--- config.mk ---
export PLATFORM = sky130hd
export DESIGN_NAME = sal_bk_ctrl_pp_flat
export DESIGN_NICKNAME = d
export VERILOG_FILES = /design/src/rtl/sal_bk_ctrl_pp_if.sv /design/src/rtl/sal_bk_ctrl_pp.sv /design/src/flat_wrapper.sv
export SDC_FILE = /design/constraint.sdc
export NUM_CORES = 1
export LEC_CHECK = 0
export ABC_AREA = 1
export CAP_MARGIN = 20
export CORE_ASPECT_RATIO = 1.25
export CORE_MARGIN = 5
export CORE_UTILIZATION = 47
export CTS_BUF_LIST = sky130_fd_sc_hd__clkbuf_4 sky130_fd_sc_hd__clkbuf_8
export DETAILED_ROUTE_END_ITERATION = 7
export GPL_TIMING_DRIVEN = 0
export HOLD_SLACK_MARGIN = 0.15
export PLACE_DENSITY = 0.79
export SYNTH_ARGS = -nofsm -noshare
export SYNTH_HDL_FRONTEND = slang
export SYNTH_SLANG_ARGS = --single-unit
--- constraint.sdc ---
create_clock -name clk -period 5.6 [get_ports clk]
set_input_delay 1.68 -clock clk [delete_from_list [all_inputs] [get_ports clk]]
set_output_delay 1.68 -clock clk [all_outputs]
set_load 0.01 [all_outputs]
--- src/rtl/sal_bk_ctrl_pp_if.sv ---
// Request and scheduler handshake bundle for the SAL per-bank controller.
// master: address decoder / scheduler side. slave: bank controller side.
interface sal_bk_ctrl_pp_if #(
  parameter int unsigned RA_WIDTH = 14,
  parameter int unsigned CA_WIDTH = 10
) ();

  // Decoder request channel
  logic                req_valid;
  logic                req_wr;
  logic [RA_WIDTH-1:0] req_ra;
  logic [CA_WIDTH-1:0] req_ca;
  logic                req_ready;

  // Scheduler command requests and same-cycle grants
  logic                act_req;
  logic                rd_req;
  logic                wr_req;
  logic                pre_req;
  logic                ref_req;
  logic                act_gnt;
  logic                rd_gnt;
  logic                wr_gnt;
  logic                pre_gnt;
  logic                ref_gnt;
  logic [RA_WIDTH-1:0] sched_ra;
  logic [CA_WIDTH-1:0] sched_ca;

  modport master (
    output req_valid, req_wr, req_ra, req_ca,
    output act_gnt, rd_gnt, wr_gnt, pre_gnt, ref_gnt,
    input  req_ready,
    input  act_req, rd_req, wr_req, pre_req, ref_req,
    input  sched_ra, sched_ca
  );

  modport slave (
    input  req_valid, req_wr, req_ra, req_ca,
    input  act_gnt, rd_gnt, wr_gnt, pre_gnt, ref_gnt,
    output req_ready,
    output act_req, rd_req, wr_req, pre_req, ref_req,
    output sched_ra, sched_ca
  );

endinterface

--- src/rtl/sal_bk_ctrl_pp.sv ---
// Per-bank controller for the SAL DDR2 controller: tracks open row, enforces
// bank timing, applies open/close/idle-timeout page policy, preempts an open
// bank for refresh and caps row-hit streaks while a refresh is pending.
// Optional hit/miss/conflict statistics outputs: define SAL_BK_STATS_EN.
module sal_bk_ctrl_pp #(
  parameter int unsigned RA_WIDTH = 14,
  parameter int unsigned CA_WIDTH = 10,
  parameter int unsigned TW       = 6,
  parameter int unsigned IDLE_W   = 8,
  parameter int unsigned MAX_HITS = 16
) (
  input  logic                 clk,
  input  logic                 rst,
  sal_bk_ctrl_pp_if.slave      bus,
  input  logic [TW-1:0]        t_rcd_i,
  input  logic [TW-1:0]        t_rp_i,
  input  logic [TW-1:0]        t_ras_i,
  input  logic [TW-1:0]        t_rfc_i,
  input  logic [TW-1:0]        t_rtp_i,
  input  logic [TW-1:0]        t_wtp_i,
  input  logic [TW-1:0]        t_rc_i,
  input  logic [1:0]           page_policy_i,
  input  logic [IDLE_W-1:0]    idle_timeout_i,
  input  logic                 aref_req_i,
  output logic                 aref_gnt_o,
  output logic                 bank_open_o
`ifdef SAL_BK_STATS_EN
  ,
  output logic [31:0]          stat_hit_o,
  output logic [31:0]          stat_miss_o,
  output logic [31:0]          stat_conflict_o
`endif
);

  localparam int unsigned HIT_MAX = (MAX_HITS > 0) ? MAX_HITS : 1;
  localparam int unsigned HIT_W   = (HIT_MAX > 1) ? $clog2(HIT_MAX + 1) : 1;

  typedef enum logic {ST_CLOSED, ST_OPEN} state_e;

  state_e              state_q, state_d;
  logic [RA_WIDTH-1:0] cur_ra_q, cur_ra_d;
  logic [TW-1:0]       rcd_q, ras_q, rc_q, rp_q, rfc_q, rtp_q, wtp_q;
  logic [TW-1:0]       rcd_d, ras_d, rc_d, rp_d, rfc_d, rtp_d, wtp_d;
  logic [IDLE_W-1:0]   idle_q, idle_d;
  logic [HIT_W-1:0]    hit_q, hit_d;

  logic hit_pend_c, row_miss_c, pre_cond_c, hit_cap_c;
  logic act_c, rd_c, wr_c, pre_c, ref_c;
  logic act_fire_c, rd_fire_c, wr_fire_c, pre_fire_c, ref_fire_c;
  logic pol_close_c, pol_tmo_c;
  logic [CA_WIDTH-1:0] sched_ca_c;

  // Timer load value: a value of 0 behaves like 1
  function automatic logic [TW-1:0] t_load(input logic [TW-1:0] v);
    return (v == '0) ? '0 : v - TW'(1);
  endfunction

  // Saturating down-count toward "constraint met"
  function automatic logic [TW-1:0] t_dec(input logic [TW-1:0] c);
    return (c == '0) ? '0 : c - TW'(1);
  endfunction

  // Command selection and next state
  always_comb begin
    state_d     = state_q;
    act_c       = 1'b0;
    rd_c        = 1'b0;
    wr_c        = 1'b0;
    pre_c       = 1'b0;
    ref_c       = 1'b0;
    pre_cond_c  = 1'b0;
    pol_close_c = (page_policy_i == 2'b01);
    pol_tmo_c   = (page_policy_i == 2'b10);
    hit_pend_c  = bus.req_valid && (bus.req_ra == cur_ra_q);
    row_miss_c  = bus.req_valid && (bus.req_ra != cur_ra_q);
    hit_cap_c   = (MAX_HITS != 0) && (hit_q == HIT_W'(HIT_MAX));

    case (state_q)
      ST_CLOSED: begin
        if ((rp_q == '0) && (rfc_q == '0)) begin
          if (aref_req_i) begin
            ref_c = 1'b1;
          end else if (bus.req_valid && (rc_q == '0)) begin
            act_c = 1'b1;
          end
        end
      end
      ST_OPEN: begin
        pre_cond_c = row_miss_c
                  || (aref_req_i && !hit_pend_c)
                  || (aref_req_i && hit_cap_c)
                  || (pol_close_c && !bus.req_valid)
                  || (pol_tmo_c && !bus.req_valid && (idle_q >= idle_timeout_i));
        if (pre_cond_c) begin
          pre_c = (ras_q == '0) && (rtp_q == '0) && (wtp_q == '0);
        end else if (hit_pend_c && (rcd_q == '0)) begin
          rd_c = !bus.req_wr;
          wr_c = bus.req_wr;
        end
      end
      default: ;
    endcase

    if (rst) begin
      act_c = 1'b0;
      rd_c  = 1'b0;
      wr_c  = 1'b0;
      pre_c = 1'b0;
      ref_c = 1'b0;
    end

    act_fire_c = act_c && bus.act_gnt;
    rd_fire_c  = rd_c  && bus.rd_gnt;
    wr_fire_c  = wr_c  && bus.wr_gnt;
    pre_fire_c = pre_c && bus.pre_gnt;
    ref_fire_c = ref_c && bus.ref_gnt;

    if (act_fire_c) state_d = ST_OPEN;
    if (pre_fire_c) state_d = ST_CLOSED;
  end

  // Timer, row, idle and hit-streak next values
  always_comb begin
    cur_ra_d = act_fire_c ? bus.req_ra : cur_ra_q;
    rcd_d    = act_fire_c ? t_load(t_rcd_i) : t_dec(rcd_q);
    ras_d    = act_fire_c ? t_load(t_ras_i) : t_dec(ras_q);
    rc_d     = act_fire_c ? t_load(t_rc_i)  : t_dec(rc_q);
    rp_d     = pre_fire_c ? t_load(t_rp_i)  : t_dec(rp_q);
    rfc_d    = ref_fire_c ? t_load(t_rfc_i) : t_dec(rfc_q);
    rtp_d    = rd_fire_c  ? t_load(t_rtp_i) : t_dec(rtp_q);
    wtp_d    = wr_fire_c  ? t_load(t_wtp_i) : t_dec(wtp_q);

    idle_d = '0;
    if ((state_d == state_q) && (state_q == ST_OPEN) && !bus.req_valid) begin
      idle_d = (idle_q == '1) ? idle_q : idle_q + IDLE_W'(1);
    end

    hit_d = hit_q;
    if (act_fire_c || pre_fire_c || !aref_req_i) begin
      hit_d = '0;
    end else if ((rd_fire_c || wr_fire_c) && (hit_q != HIT_W'(HIT_MAX))) begin
      hit_d = hit_q + HIT_W'(1);
    end
  end

  // State, timers and counters
  always_ff @(posedge clk or posedge rst) begin
    if (rst) begin
      state_q  <= ST_CLOSED;
      cur_ra_q <= '0;
      rcd_q    <= '0;
      ras_q    <= '0;
      rc_q     <= '0;
      rp_q     <= '0;
      rfc_q    <= '0;
      rtp_q    <= '0;
      wtp_q    <= '0;
      idle_q   <= '0;
      hit_q    <= '0;
    end else begin
      state_q  <= state_d;
      cur_ra_q <= cur_ra_d;
      rcd_q    <= rcd_d;
      ras_q    <= ras_d;
      rc_q     <= rc_d;
      rp_q     <= rp_d;
      rfc_q    <= rfc_d;
      rtp_q    <= rtp_d;
      wtp_q    <= wtp_d;
      idle_q   <= idle_d;
      hit_q    <= hit_d;
    end
  end

`ifdef SAL_BK_STATS_EN
  logic [31:0] stat_hit_q, stat_miss_q, stat_conflict_q;

  // Saturating hit / miss / conflict statistics
  always_ff @(posedge clk or posedge rst) begin
    if (rst) begin
      stat_hit_q      <= '0;
      stat_miss_q     <= '0;
      stat_conflict_q <= '0;
    end else begin
      if ((rd_fire_c || wr_fire_c) && (stat_hit_q != '1)) stat_hit_q <= stat_hit_q + 32'd1;
      if (act_fire_c && (stat_miss_q != '1)) stat_miss_q <= stat_miss_q + 32'd1;
      if (pre_fire_c && row_miss_c && (stat_conflict_q != '1)) begin
        stat_conflict_q <= stat_conflict_q + 32'd1;
      end
    end
  end

  assign stat_hit_o      = stat_hit_q;
  assign stat_miss_o     = stat_miss_q;
  assign stat_conflict_o = stat_conflict_q;
`endif

  assign sched_ca_c    = bus.req_ca;
  assign bus.sched_ca  = sched_ca_c;
  assign bus.sched_ra  = bus.req_ra;
  assign bus.act_req   = act_c;
  assign bus.rd_req    = rd_c;
  assign bus.wr_req    = wr_c;
  assign bus.pre_req   = pre_c;
  assign bus.ref_req   = ref_c;
  assign bus.req_ready = rd_fire_c || wr_fire_c;
  assign aref_gnt_o    = ref_fire_c;
  assign bank_open_o   = (state_q == ST_OPEN);

  // Grants must only answer an asserted request; at most one request at a time
  a_act_gnt: assert property (@(posedge clk) disable iff (rst) bus.act_gnt |-> act_c);
  a_rd_gnt:  assert property (@(posedge clk) disable iff (rst) bus.rd_gnt  |-> rd_c);
  a_wr_gnt:  assert property (@(posedge clk) disable iff (rst) bus.wr_gnt  |-> wr_c);
  a_pre_gnt: assert property (@(posedge clk) disable iff (rst) bus.pre_gnt |-> pre_c);
  a_ref_gnt: assert property (@(posedge clk) disable iff (rst) bus.ref_gnt |-> ref_c);
  a_onehot:  assert property (@(posedge clk) disable iff (rst)
                              $onehot0({act_c, rd_c, wr_c, pre_c, ref_c}));

endmodule

--- src/flat_wrapper.sv ---
// flat-port wrapper written by rule: the top's interface ports become plain ports
module sal_bk_ctrl_pp_flat 
#(
  parameter int unsigned RA_WIDTH = 14,
  parameter int unsigned CA_WIDTH = 10,
  parameter int unsigned TW       = 6,
  parameter int unsigned IDLE_W   = 8,
  parameter int unsigned MAX_HITS = 16
)
  (clk, rst, t_rcd_i, t_rp_i, t_ras_i, t_rfc_i, t_rtp_i, t_wtp_i, t_rc_i, page_policy_i, idle_timeout_i, aref_req_i, aref_gnt_o, bank_open_o, bus_req_valid, bus_req_wr, bus_req_ra, bus_req_ca, bus_act_gnt, bus_rd_gnt, bus_wr_gnt, bus_pre_gnt, bus_ref_gnt, bus_req_ready, bus_act_req, bus_rd_req, bus_wr_req, bus_pre_req, bus_ref_req, bus_sched_ra, bus_sched_ca);
  sal_bk_ctrl_pp_if #(.RA_WIDTH(RA_WIDTH), .CA_WIDTH(CA_WIDTH)) bus_i ();
  input  logic clk;
  input  logic rst;
  input  logic [TW-1:0] t_rcd_i;
  input  logic [TW-1:0] t_rp_i;
  input  logic [TW-1:0] t_ras_i;
  input  logic [TW-1:0] t_rfc_i;
  input  logic [TW-1:0] t_rtp_i;
  input  logic [TW-1:0] t_wtp_i;
  input  logic [TW-1:0] t_rc_i;
  input  logic [1:0] page_policy_i;
  input  logic [IDLE_W-1:0] idle_timeout_i;
  input  logic aref_req_i;
  output logic aref_gnt_o;
  output logic bank_open_o;
  input wire logic [$bits(bus_i.req_valid)-1:0] bus_req_valid;
  input wire logic [$bits(bus_i.req_wr)-1:0] bus_req_wr;
  input wire logic [$bits(bus_i.req_ra)-1:0] bus_req_ra;
  input wire logic [$bits(bus_i.req_ca)-1:0] bus_req_ca;
  input wire logic [$bits(bus_i.act_gnt)-1:0] bus_act_gnt;
  input wire logic [$bits(bus_i.rd_gnt)-1:0] bus_rd_gnt;
  input wire logic [$bits(bus_i.wr_gnt)-1:0] bus_wr_gnt;
  input wire logic [$bits(bus_i.pre_gnt)-1:0] bus_pre_gnt;
  input wire logic [$bits(bus_i.ref_gnt)-1:0] bus_ref_gnt;
  output wire logic [$bits(bus_i.req_ready)-1:0] bus_req_ready;
  output wire logic [$bits(bus_i.act_req)-1:0] bus_act_req;
  output wire logic [$bits(bus_i.rd_req)-1:0] bus_rd_req;
  output wire logic [$bits(bus_i.wr_req)-1:0] bus_wr_req;
  output wire logic [$bits(bus_i.pre_req)-1:0] bus_pre_req;
  output wire logic [$bits(bus_i.ref_req)-1:0] bus_ref_req;
  output wire logic [$bits(bus_i.sched_ra)-1:0] bus_sched_ra;
  output wire logic [$bits(bus_i.sched_ca)-1:0] bus_sched_ca;
  assign bus_i.req_valid = bus_req_valid;
  assign bus_i.req_wr = bus_req_wr;
  assign bus_i.req_ra = bus_req_ra;
  assign bus_i.req_ca = bus_req_ca;
  assign bus_i.act_gnt = bus_act_gnt;
  assign bus_i.rd_gnt = bus_rd_gnt;
  assign bus_i.wr_gnt = bus_wr_gnt;
  assign bus_i.pre_gnt = bus_pre_gnt;
  assign bus_i.ref_gnt = bus_ref_gnt;
  assign bus_req_ready = bus_i.req_ready;
  assign bus_act_req = bus_i.act_req;
  assign bus_rd_req = bus_i.rd_req;
  assign bus_wr_req = bus_i.wr_req;
  assign bus_pre_req = bus_i.pre_req;
  assign bus_ref_req = bus_i.ref_req;
  assign bus_sched_ra = bus_i.sched_ra;
  assign bus_sched_ca = bus_i.sched_ca;
  sal_bk_ctrl_pp #(.RA_WIDTH(RA_WIDTH), .CA_WIDTH(CA_WIDTH), .TW(TW), .IDLE_W(IDLE_W), .MAX_HITS(MAX_HITS)) u_core (.clk(clk), .rst(rst), .bus(bus_i), .t_rcd_i(t_rcd_i), .t_rp_i(t_rp_i), .t_ras_i(t_ras_i), .t_rfc_i(t_rfc_i), .t_rtp_i(t_rtp_i), .t_wtp_i(t_wtp_i), .t_rc_i(t_rc_i), .page_policy_i(page_policy_i), .idle_timeout_i(idle_timeout_i), .aref_req_i(aref_req_i), .aref_gnt_o(aref_gnt_o), .bank_open_o(bank_open_o));
endmodule
Yosys cells after proc, flatten, opt, wreduce, memory -nomap -nowiden

Cells that the tools add are included.

$add $sub $neg: 16
Multiply operators: 0
Divide/modulo/power cells: 0
Order comparisons: 1
Equal/unequal tests: 9
Shifts and indexed selects: 0
Multiplexer cells: 47
Bitwise gates (word level): 0
Reductions and logical operators: 46

Operator list:

| operator                                          | number |
|---|---|
| two-way mux 6 bit                                 | 21 |
| zero test 6 bit                                   | 14 |
| subtractor 6 x 1 -> 6 bit (second input constant) | 14 |
| two-way mux 1 bit                                 | 22 |
| logical AND 1 bit                                 | 20 |
| two-way mux 8 bit                                 | 2 |
| == test 14 bit                                    | 1 |
| inequality test 14 bit                            | 1 |
| two-way mux 5 bit                                 | 2 |
| adder 8 x 1 -> 8 bit (second input constant)      | 1 |
| == test 8 bit (second input constant)             | 1 |
| greater-or-equal comparator 8 bit                 | 1 |
| logical OR 1 bit                                  | 7 |
| adder 5 x 1 -> 5 bit (second input constant)      | 1 |
| == test 5 bit (second input constant)             | 1 |
| inequality test 5 bit (second input constant)     | 1 |
| zero test 1 bit                                   | 4 |
| == test 2 x 1 -> 1 bit (second input constant)    | 1 |
| == test 2 bit (second input constant)             | 1 |
| inequality test 2 bit (second input constant)     | 1 |
| nonzero test 2 bit                                | 1 |
| == test 1 bit                                     | 1 |

Register bits: 70
Latch bits: 0
Bits in writable memories: 0
ROM bits: 0
Input bits: 86
Memories: 0

Logic depth before layout (Yosys ltp)

Gate-level depths: netlist of the first run.

Depth in word-level cells: 17
Depth in mapped cells: 17

Worst setup path before layout of the first run

Ideal clock, no wire load.

Path kind: in2out
Start: input port rst
End: output port bus_req_ready
Arrival time: 4,090 ps
Data required time: 3,920 ps
Setup slack: -170 ps
Stages on the path: 7
Path buffers: 0
Cell sequence: inv_1 -> nand2_1 -> nor2_1 -> nand3_1 -> nor2_2 -> nand4_4 -> nand2_4

Cells in the longest elaborated chain, start to end: 3
Elaborated cells on any way between the ends: 5
Classes of those cells: mux (2); reduce/logical (3)

RTL lines:

| what                                        | line                                         | text |
|---|---|---|
| start: declaration                          | flat_wrapper.sv:13                           | `input logic rst;` |
| two-way mux 1 bit                           | sal_bk_ctrl_pp.sv:104                        | `if (rst) begin` |
| logical AND 1 bit, on equally long branches | sal_bk_ctrl_pp.sv:113, sal_bk_ctrl_pp.sv:114 |  |
| logical OR 1 bit *                          | sal_bk_ctrl_pp.sv:206                        | `assign bus.req_ready = rd_fire_c \|\| wr_fire_c;` |
| end: declaration                            | flat_wrapper.sv:35                           | `output wire logic [$bits(bus_i.req_ready)-1:0] bus_req_ready;` |

Every way passes the cells marked *; elsewhere a longest branch is shown, timed or not.

Worst setup path after layout of the first run

Start: input port idle_timeout_i[7]
End: output port bus_req_ready

Cells in the longest elaborated chain, start to end: 8
Elaborated cells on any way between the ends: 12
Classes of those cells: order compare (1); mux (6); reduce/logical (5)

RTL lines:

| what                                        | line                                         | text |
|---|---|---|
| start: declaration                          | flat_wrapper.sv:22                           | `input logic [IDLE_W-1:0] idle_timeout_i;` |
| greater-or-equal comparator 8 bit *         | sal_bk_ctrl_pp.sv:93                         | `\|\| (pol_tmo_c && !bus.req_valid && (idle_q >= idle_timeout_i));` |
| logical AND 1 bit *                         | sal_bk_ctrl_pp.sv:93                         |  |
| logical OR 1 bit *                          | sal_bk_ctrl_pp.sv:93                         |  |
| two-way mux 1 bit                           | sal_bk_ctrl_pp.sv:94                         | `if (pre_cond_c) begin` |
| two-way mux 1 bit                           | sal_bk_ctrl_pp.sv:78                         | `case (state_q)` |
| two-way mux 1 bit                           | sal_bk_ctrl_pp.sv:104                        |  |
| logical AND 1 bit, on equally long branches | sal_bk_ctrl_pp.sv:113, sal_bk_ctrl_pp.sv:114 |  |
| logical OR 1 bit *                          | sal_bk_ctrl_pp.sv:206                        |  |

Marked as above.

==> results by group, run 1 <==
STA
  • Final setup fails: 0
  • RSZ-0062 raised after global routing: false
  • Worst-margin pin slew: approximately 470 ps
  • Final worst-path cycle share: 0.973
  • Tmin final: 5450 ps
  • Final Skew: 10.5 ps
  • Worst rel slew slack: 0.683
  • Fin Hold WS: 469 ps
  • Fmax: 0.184 GHz
  • Final Max Tran Viols: 0
  • Final Hold Viols: 0
  • Final WS setup: about 150 ps

Final layout
  • Final-layout fill cell count: 948
  • Layout Cells excl Fill: 950
  • Antenna Cells: 0
  • Share of cells above drive strength 1: 0.108
  • Fin nets: between 900 and 1,000
  • Area growth syn-to-layout: 30.3%

Critical path
  • R2R Path End: u_core.hit_q[1]
  • FF-to-FF setup slack: 3350 ps
  • CP Capture Type: output pin
  • Critical path capture point: bus_req_ready
  • Critical R2R Launch: u_core.wtp_q[0]
  • Slowest CP cell: clkdlybuf4s50_1
  • Critical Path RT: 3920 ps
  • Worst Path Buf+Inv: 5
  • Number of cells on the critical path: 14
  • CP Launch Point: idle_timeout_i[7]
  • Delay-heaviest family, CP: buffers and inverters
  • Critical-path cell list: clkdlybuf4s50_1 -> inv_1 -> ha_1 -> nand2_1 -> inv_1 -> nor2_1 -> o21a_1 -> nand3_1 -> nand2_1 -> inv_1 -> nor2_4 -> nand3_2 -> nand2_4 -> dlygate4sd2_1
  • Crit start category: input pin
  • Slowest stage delay, CP: about 450 ps
  • Setup CP Type: input pin to output pin
  • Crit path max fanout: 5
  • FF-to-FF path depth: 11
  • CP dominant cell by count: inv_1
  • Critical Path AT: 3770 ps

Placement
  • Post-DP HPWL: 9680 um
  • IO buf count: approximately 110
  • Routability Congestion: 0.856
  • Dpl ws: -368 ps
  • Dpl cells: 928

Route
  • First drt pass iteration count: 5
  • Drt wl/cell: 12.7 um
  • 1st-iter DRT viols: 200
  • Vias per std cell: 5.04
  • Via count: about 4,800
  • Post-route antenna net violation count: 0
  • Final Routed Wirelength: 12,000 um
  • # DRC: 0

Clocking
  • Num CTS Buffers: 9
  • Sink Count: 70
  • Clock buffer depth: 2
  • Worst-skew pair later-pin latency: 350 ps
  • CTS Root Buffer Type: clkbuf_8
  • CTS tree: yes
  • Reg clk slew, reported paths: 80 ps
  • H-tree level count: 3

Logic synthesis
  • Synth warnings: 0
  • Yosys cell types: 40
  • Gate Count Post-Synth: 687
  • Asr flop ratio synth: 1.00
  • Synthesized area per cell: 7.41 um2
  • Number of flops mapped to enable cells by yosys: 0
  • Main flop type after synthesis: dfrtp_1
  • Syn nets: 808
  • Flops & latches, synth: 70
  • Sequential area share after synthesis: 0.344
  • Post-Synthesis Cell Area: just over 0.005 mm2

Min path
  • Worst Hold Class: flop to flop

Floorplan
  • Die width: about 100 um
  • Core area: 0.0106 mm2
  • # IOs: roughly 120
  • Initial core utilization: 0.479
  • Die height: 126 um
  • Die area: about 0.013 mm2
  • Row Count: 42

Flow run
  • Max-cap viol count: 0

Power and ir drop
  • P_leak: between 3 and 4 nW
  • Power Density: 190 mW/mm2
  • Worst vdd ir: 0.000118 V

Global route
  • Vias in the first global route: 4,813
  • First-pass GRT wire length: 20,200 um
  • Largest net degree at the start of global routing: 29
  • GRT Util Overall: 0.189
  • Grt total ovfl: 0
  • Initial antenna violation count: 0

Run status
  • Status: finished, final reports clean
[synthesized netlist by cell type (all sizes together) (10+ instances only)]
| master | count | area share |
|---|---|---|
| nand2 | 148 | 0.11 |
| dfrtp | 70 | 0.34 |
| nand3 | 46 | 0.051 |
| xor2 | 28 | 0.048 |
| a21oi | 15 | 0.015 |
| inv | 122 | 0.090 |
| nor3 | 13 | 0.013 |
| nor2 | 70 | 0.058 |
| o21ai | 46 | 0.045 |
| o22ai | 23 | 0.028 |
| nand4 | 13 | 0.020 |
| xnor2 | 10 | 0.017 |
| ha | 35 | 0.086 |
| buf | 27 | 0.038 |
[placed cells by master, fill, tap and decap left out, types with 6 or more instances in the layout]
cell             count
a21oi_1             15
buf_4               29
clkbuf_8            10
clkdlybuf4s50_1    103
dfrtp_1             70
ha_1                35
inv_1              112
inv_2                9
nand2_1            145
nand3_1             42
nand4_1             11
nor2_1              62
nor2_2               6
nor3_1              13
o21ai_0             25
o21ai_1             21
o22ai_1             23
xnor2_1             10
xor2_1              28
[worst min path at each step]
stage | from | endpoint | depth (start not counted)
5_1_grt | u_core.wtp_q[0] | u_core.wtp_q[0] | 1
3_5_place_dp | u_core.wtp_q[0] | u_core.wtp_q[0] | 1
3_3_place_gp | u_core.rfc_q[0] | u_core.rfc_q[0] | 1
2_1_floorplan | u_core.rfc_q[0] | u_core.rfc_q[0] | 1
6_report | u_core.rfc_q[0] | u_core.rfc_q[0] | 1
4_1_cts | u_core.wtp_q[0] | u_core.wtp_q[0] | 1
[flip-flops by register name (all words and copies together) (netlist names)]
signal              flops
u_core.bank_open_o      1
u_core.cur_ra_q        14
u_core.idle_q           8
u_core.rc_q             6
u_core.rcd_q            6
u_core.wtp_q            6
u_core.hit_q            5
u_core.rp_q             6
u_core.rtp_q            6
u_core.ras_q            6
u_core.rfc_q            6
[stage by stage]
stage / power [mW] / cell area [um2] / utilization / TNS [ps]
floorplan: 0.693 / 5090 / - / 0
global placement: 0.797 / 6330 / 0.596 / -3610
detailed placement: 0.809 / 6370 / 0.600 / -643
CTS: 1.27 / 6600 / 0.622 / 0
global route: 1.33 / 6630 / 0.625 / 0
finish: 1.26 / 6630 / 0.625 / 0
[layer usage]
layer	vias up	global-route usage	wire length, um
met1	2211	0.217	4850
met3	18	0.0390	704
met4	0	0.0633	202
met2	128	0.343	6290
li1	2432	-	-
met5	-	0	0
[logic make-up (layout without fill, tap and decap cells)]
family,after synthesis,count (layout),synth area share
xor gates and xnor gates,38,38,0.0654
AOI/OAI and AO/OA,93,93,0.105
adders and majority gates,35,35,0.0861
DFF,70,70,0.344
and+or+nand+nor,301,301,0.270
buffers and inverters,150,281,0.129
[cell type report]
cell class              instances  area (um2)  share of cell area
multi-input cells             467        2680               0.404
clock inverters                 6        85.1              0.0128
plain buffers                  27         195              0.0294
repair buffers                114        1150               0.173
flip-flops and latches         70        1750               0.264
inverters                     123         465              0.0702
well taps                     132         165              0.0249
repair inverters                1        5.00            0.000755
clock buffers                  10         138              0.0208
[where the power goes]
group | internal, mW | switching (mW)
clock | 0.261 | 0.197
combinational | 0.133 | 0.125
sequential | 0.527 | 0.0150
total | 0.921 | 0.337
[worst register-to-register path, cell delays in order, from the launching register on]
cell	delay [ps]
dfrtp_1	380
inv_1	90
ha_1	190
nand2_1	60
nor2_1	170
nand3_1	190
nor4_2	440
nand3_4	200
nand2_1	180
clkinv_1	100
o21ai_1	80
nor2_1	50
[timing repair]
item / 4_1_cts / 5_1_grt
endpoints found under the setup margin: 4 / 2
cloned: 1 / 0
pin swaps: 0 / 1
resized for setup: 3 / 1
hold endpoints to repair: 0 / 0
hold buffers: 0 / 0
buffers inserted: 1 / 4
Note: power is estimated with default switching activity, not from simulation.
==> inputs of run 2 (changes only) <==
Settings changed: CELL_PAD_IN_SITES_DETAIL_PLACEMENT set to 1, CELL_PAD_IN_SITES_GLOBAL_PLACEMENT set to 1, CORE_MARGIN 5 to 3, CORE_UTILIZATION 47 to 34, PLACE_DENSITY 0.79 to not set, PLACE_DENSITY_LB_ADDON set to 0.1, RECOVER_POWER set to 50.
==> results by group, run 2 (synthesis gave the netlist of run 1 again) <==
STA
  • Final setup fails: 0
  • Setup TNS: 0 ps
  • Worst-margin pin slew: 1490 ps
  • Fin Hold WS: 467 ps
  • Final worst-path cycle share: 0.963
  • Worst rel slew slack: 0.00739
  • RSZ-0062 raised after global routing: false
  • Final Skew: 8.62 ps
  • Fmax: 0.185 GHz
  • Final Max Tran Viols: 0
  • Final Hold Viols: 0
  • Tmin final: 5390 ps

Placement
  • IO buf count: 107
  • Post-DP HPWL: 11,200 um
  • Routability Congestion: 0.802

Critical path
  • Worst Path Buf+Inv: 7
  • Critical-path cell list: clkdlybuf4s50_1 -> inv_1 -> ha_1 -> nand2_1 -> inv_1 -> nor2_1 -> o21a_1 -> nand3_1 -> nand2_2 -> inv_1 -> nor2_4 -> inv_2 -> nand2_1 -> inv_1 -> dlygate4sd2_1
  • Crit start category: input pin
  • Setup CP Type: input pin to output pin
  • Crit path max fanout: 4
  • Critical Path RT: 3920 ps
  • CP Capture Type: output pin
  • Critical Path AT: 3710 ps
  • Slowest CP cell: clkdlybuf4s50_1
  • Delay-heaviest family, CP: buffers and inverters
  • Slowest stage delay, CP: 450 ps
  • CP dominant cell by count: inv_1

Route
  • First drt pass iteration count: 5
  • Post-route antenna net violation count: 0
  • Final Routed Wirelength: 13,600 um
  • 1st-iter DRT viols: 79
  • Drt wl/cell: 13.7 um
  • Vias per std cell: 4.83
  • # DRC: 0
  • Via count: 4,794

Clocking
  • H-tree level count: 3
  • Hold_buf cts: 0
  • Reg clk slew, reported paths: around 70 ps
  • Num CTS Buffers: 9
  • CTS Root Buffer Type: clkbuf_8
  • Sink Count: 70
  • CTS tree: yes
  • Worst-skew pair later-pin latency: 360 ps
  • Clock buffer depth: 2

Power and ir drop
  • Total power: approximately 1.2 mW
  • P_leak: between 3 and 4 nW
  • Worst vdd ir: 0.000105 V
  • Power Density: roughly 180 mW/mm2

Floorplan
  • Die width: 115 um
  • Core area: 0.0145 mm2
  • # IOs: 118
  • Row Count: between 40 and 50
  • Initial core utilization: 0.350
  • Die height: 143 um
  • Die area: 0.0165 mm2

Min path
  • Worst Hold Class: flop to flop

Global route
  • Largest net degree at the start of global routing: 27
  • Grt total ovfl: 0
  • Vias in the first global route: 5,071
  • First-pass GRT wire length: 22,700 um
  • GRT Util Overall: 0.172
  • Initial antenna violation count: 0

Final layout
  • Most frequent cells in the layout: 145 x nand2_1, 113 x inv_1, 100 x clkdlybuf4s50_1
  • Share of cells above drive strength 1: 0.101
  • Area growth syn-to-layout: 29.4%
  • Biggest register: u_core.cur_ra_q
  • Fin nets: 931
  • Commonest non-fill, non-tap cell in the layout: nand2_1
  • Antenna Cells: 0
  • Number of flip-flops in the largest register: 14
  • Biggest regs: u_core.cur_ra_q: 14 flops, u_core.idle_q: 8 flops

Flow run
  • Max-cap viol count: 0

Run status
  • Status: finished, final reports clean
[run 2: changes by cell type in the layout (fill, tap and decap cells not counted), moves of 2 or more]
cell             delta
clkinvlp_4          -2
buf_12              -2
o21ai_1             -5
o21ai_0             +5
dlygate4sd3_1       +3
clkdlybuf4s50_1     -3
buf_4               -4
clkbuf_1            +4
bufinv_16           -2
clkbuf_4            +2
[run 2: worst register-to-register path, stage by stage, from the launching register on]
cell and delay (ps):
dfrtp_1 380, inv_1 80, ha_1 180, inv_2 40, nor2_2 90, nand2_1 90, nor2_2 140, inv_2 60
nor2_4 140, nand2_1 110, inv_2 70, nand2_1 50, inv_1 90, nand2_1 200, clkbuf_1 310, nand2_1 140
o31ai_2 60
[run 2: layout make-up]
cell class,instances,area (um2)
multi-input combinational,467,2690
fill,1865,7950
inverter,123,463
clock inverter,4,22.5
sequential,70,1750
timing repair inverter,1,5.00
tap,178,223
clock buffer,12,153
buffer,27,194
timing repair buffer,111,1080
[run 2: metal layers]
layer  up-vias  GRT usage  wire (um)
li1       2424          -          -
met4         0     0.0655        259
met5         -          0          0
met1      2278      0.188       5560
met3        17     0.0314        531
met2        75      0.324       7220
[run 2: what timing repair did]
action,4_1_cts,5_1_grt
gates cloned,1,0
pin swaps,0,1
endpoints found under the hold margin,0,0
buffers inserted,1,1
endpoints found under the setup margin,4,3
gates resized for setup,5,4
[run 2: path summary, 6_finish.rpt]
kind                               endpoint  slack, ps  depth (start not counted)               from
hold reg to reg             u_core.rfc_q[0]        470                          1    u_core.rfc_q[0]
hold / removal              u_core.rfc_q[0]        470                          1    u_core.rfc_q[0]
max in group asynchronous   u_core.hit_q[4]       1750                          4                rst
setup reg to reg            u_core.rcd_q[4]       3260                         16    u_core.rfc_q[0]
setup / recovery                bus_pre_req        210                         15  idle_timeout_i[7]
min in group asynchronous  u_core.idle_q[2]       1910                          2                rst
[run 2: report_power, final]
part	internal [mW]	total (mW)	switching [mW]
clock	0.181	0.372	0.192
sequential	0.527	0.543	0.0157
combinational	0.130	0.257	0.127
total	0.838	1.17	0.334
[run 2: metrics by stage]
stage / instances / util / setup slack [ps] / area, um2
finish: 993 / 0.453 / 205 / 6580
floorplan: 687 / - / 491 / 5090
global route: 993 / 0.453 / 0.419 / 6580
detailed placement: 974 / 0.442 / -365 / 6430
CTS: 992 / 0.455 / 38.3 / 6610
global placement: 972 / 0.440 / -1480 / 6390
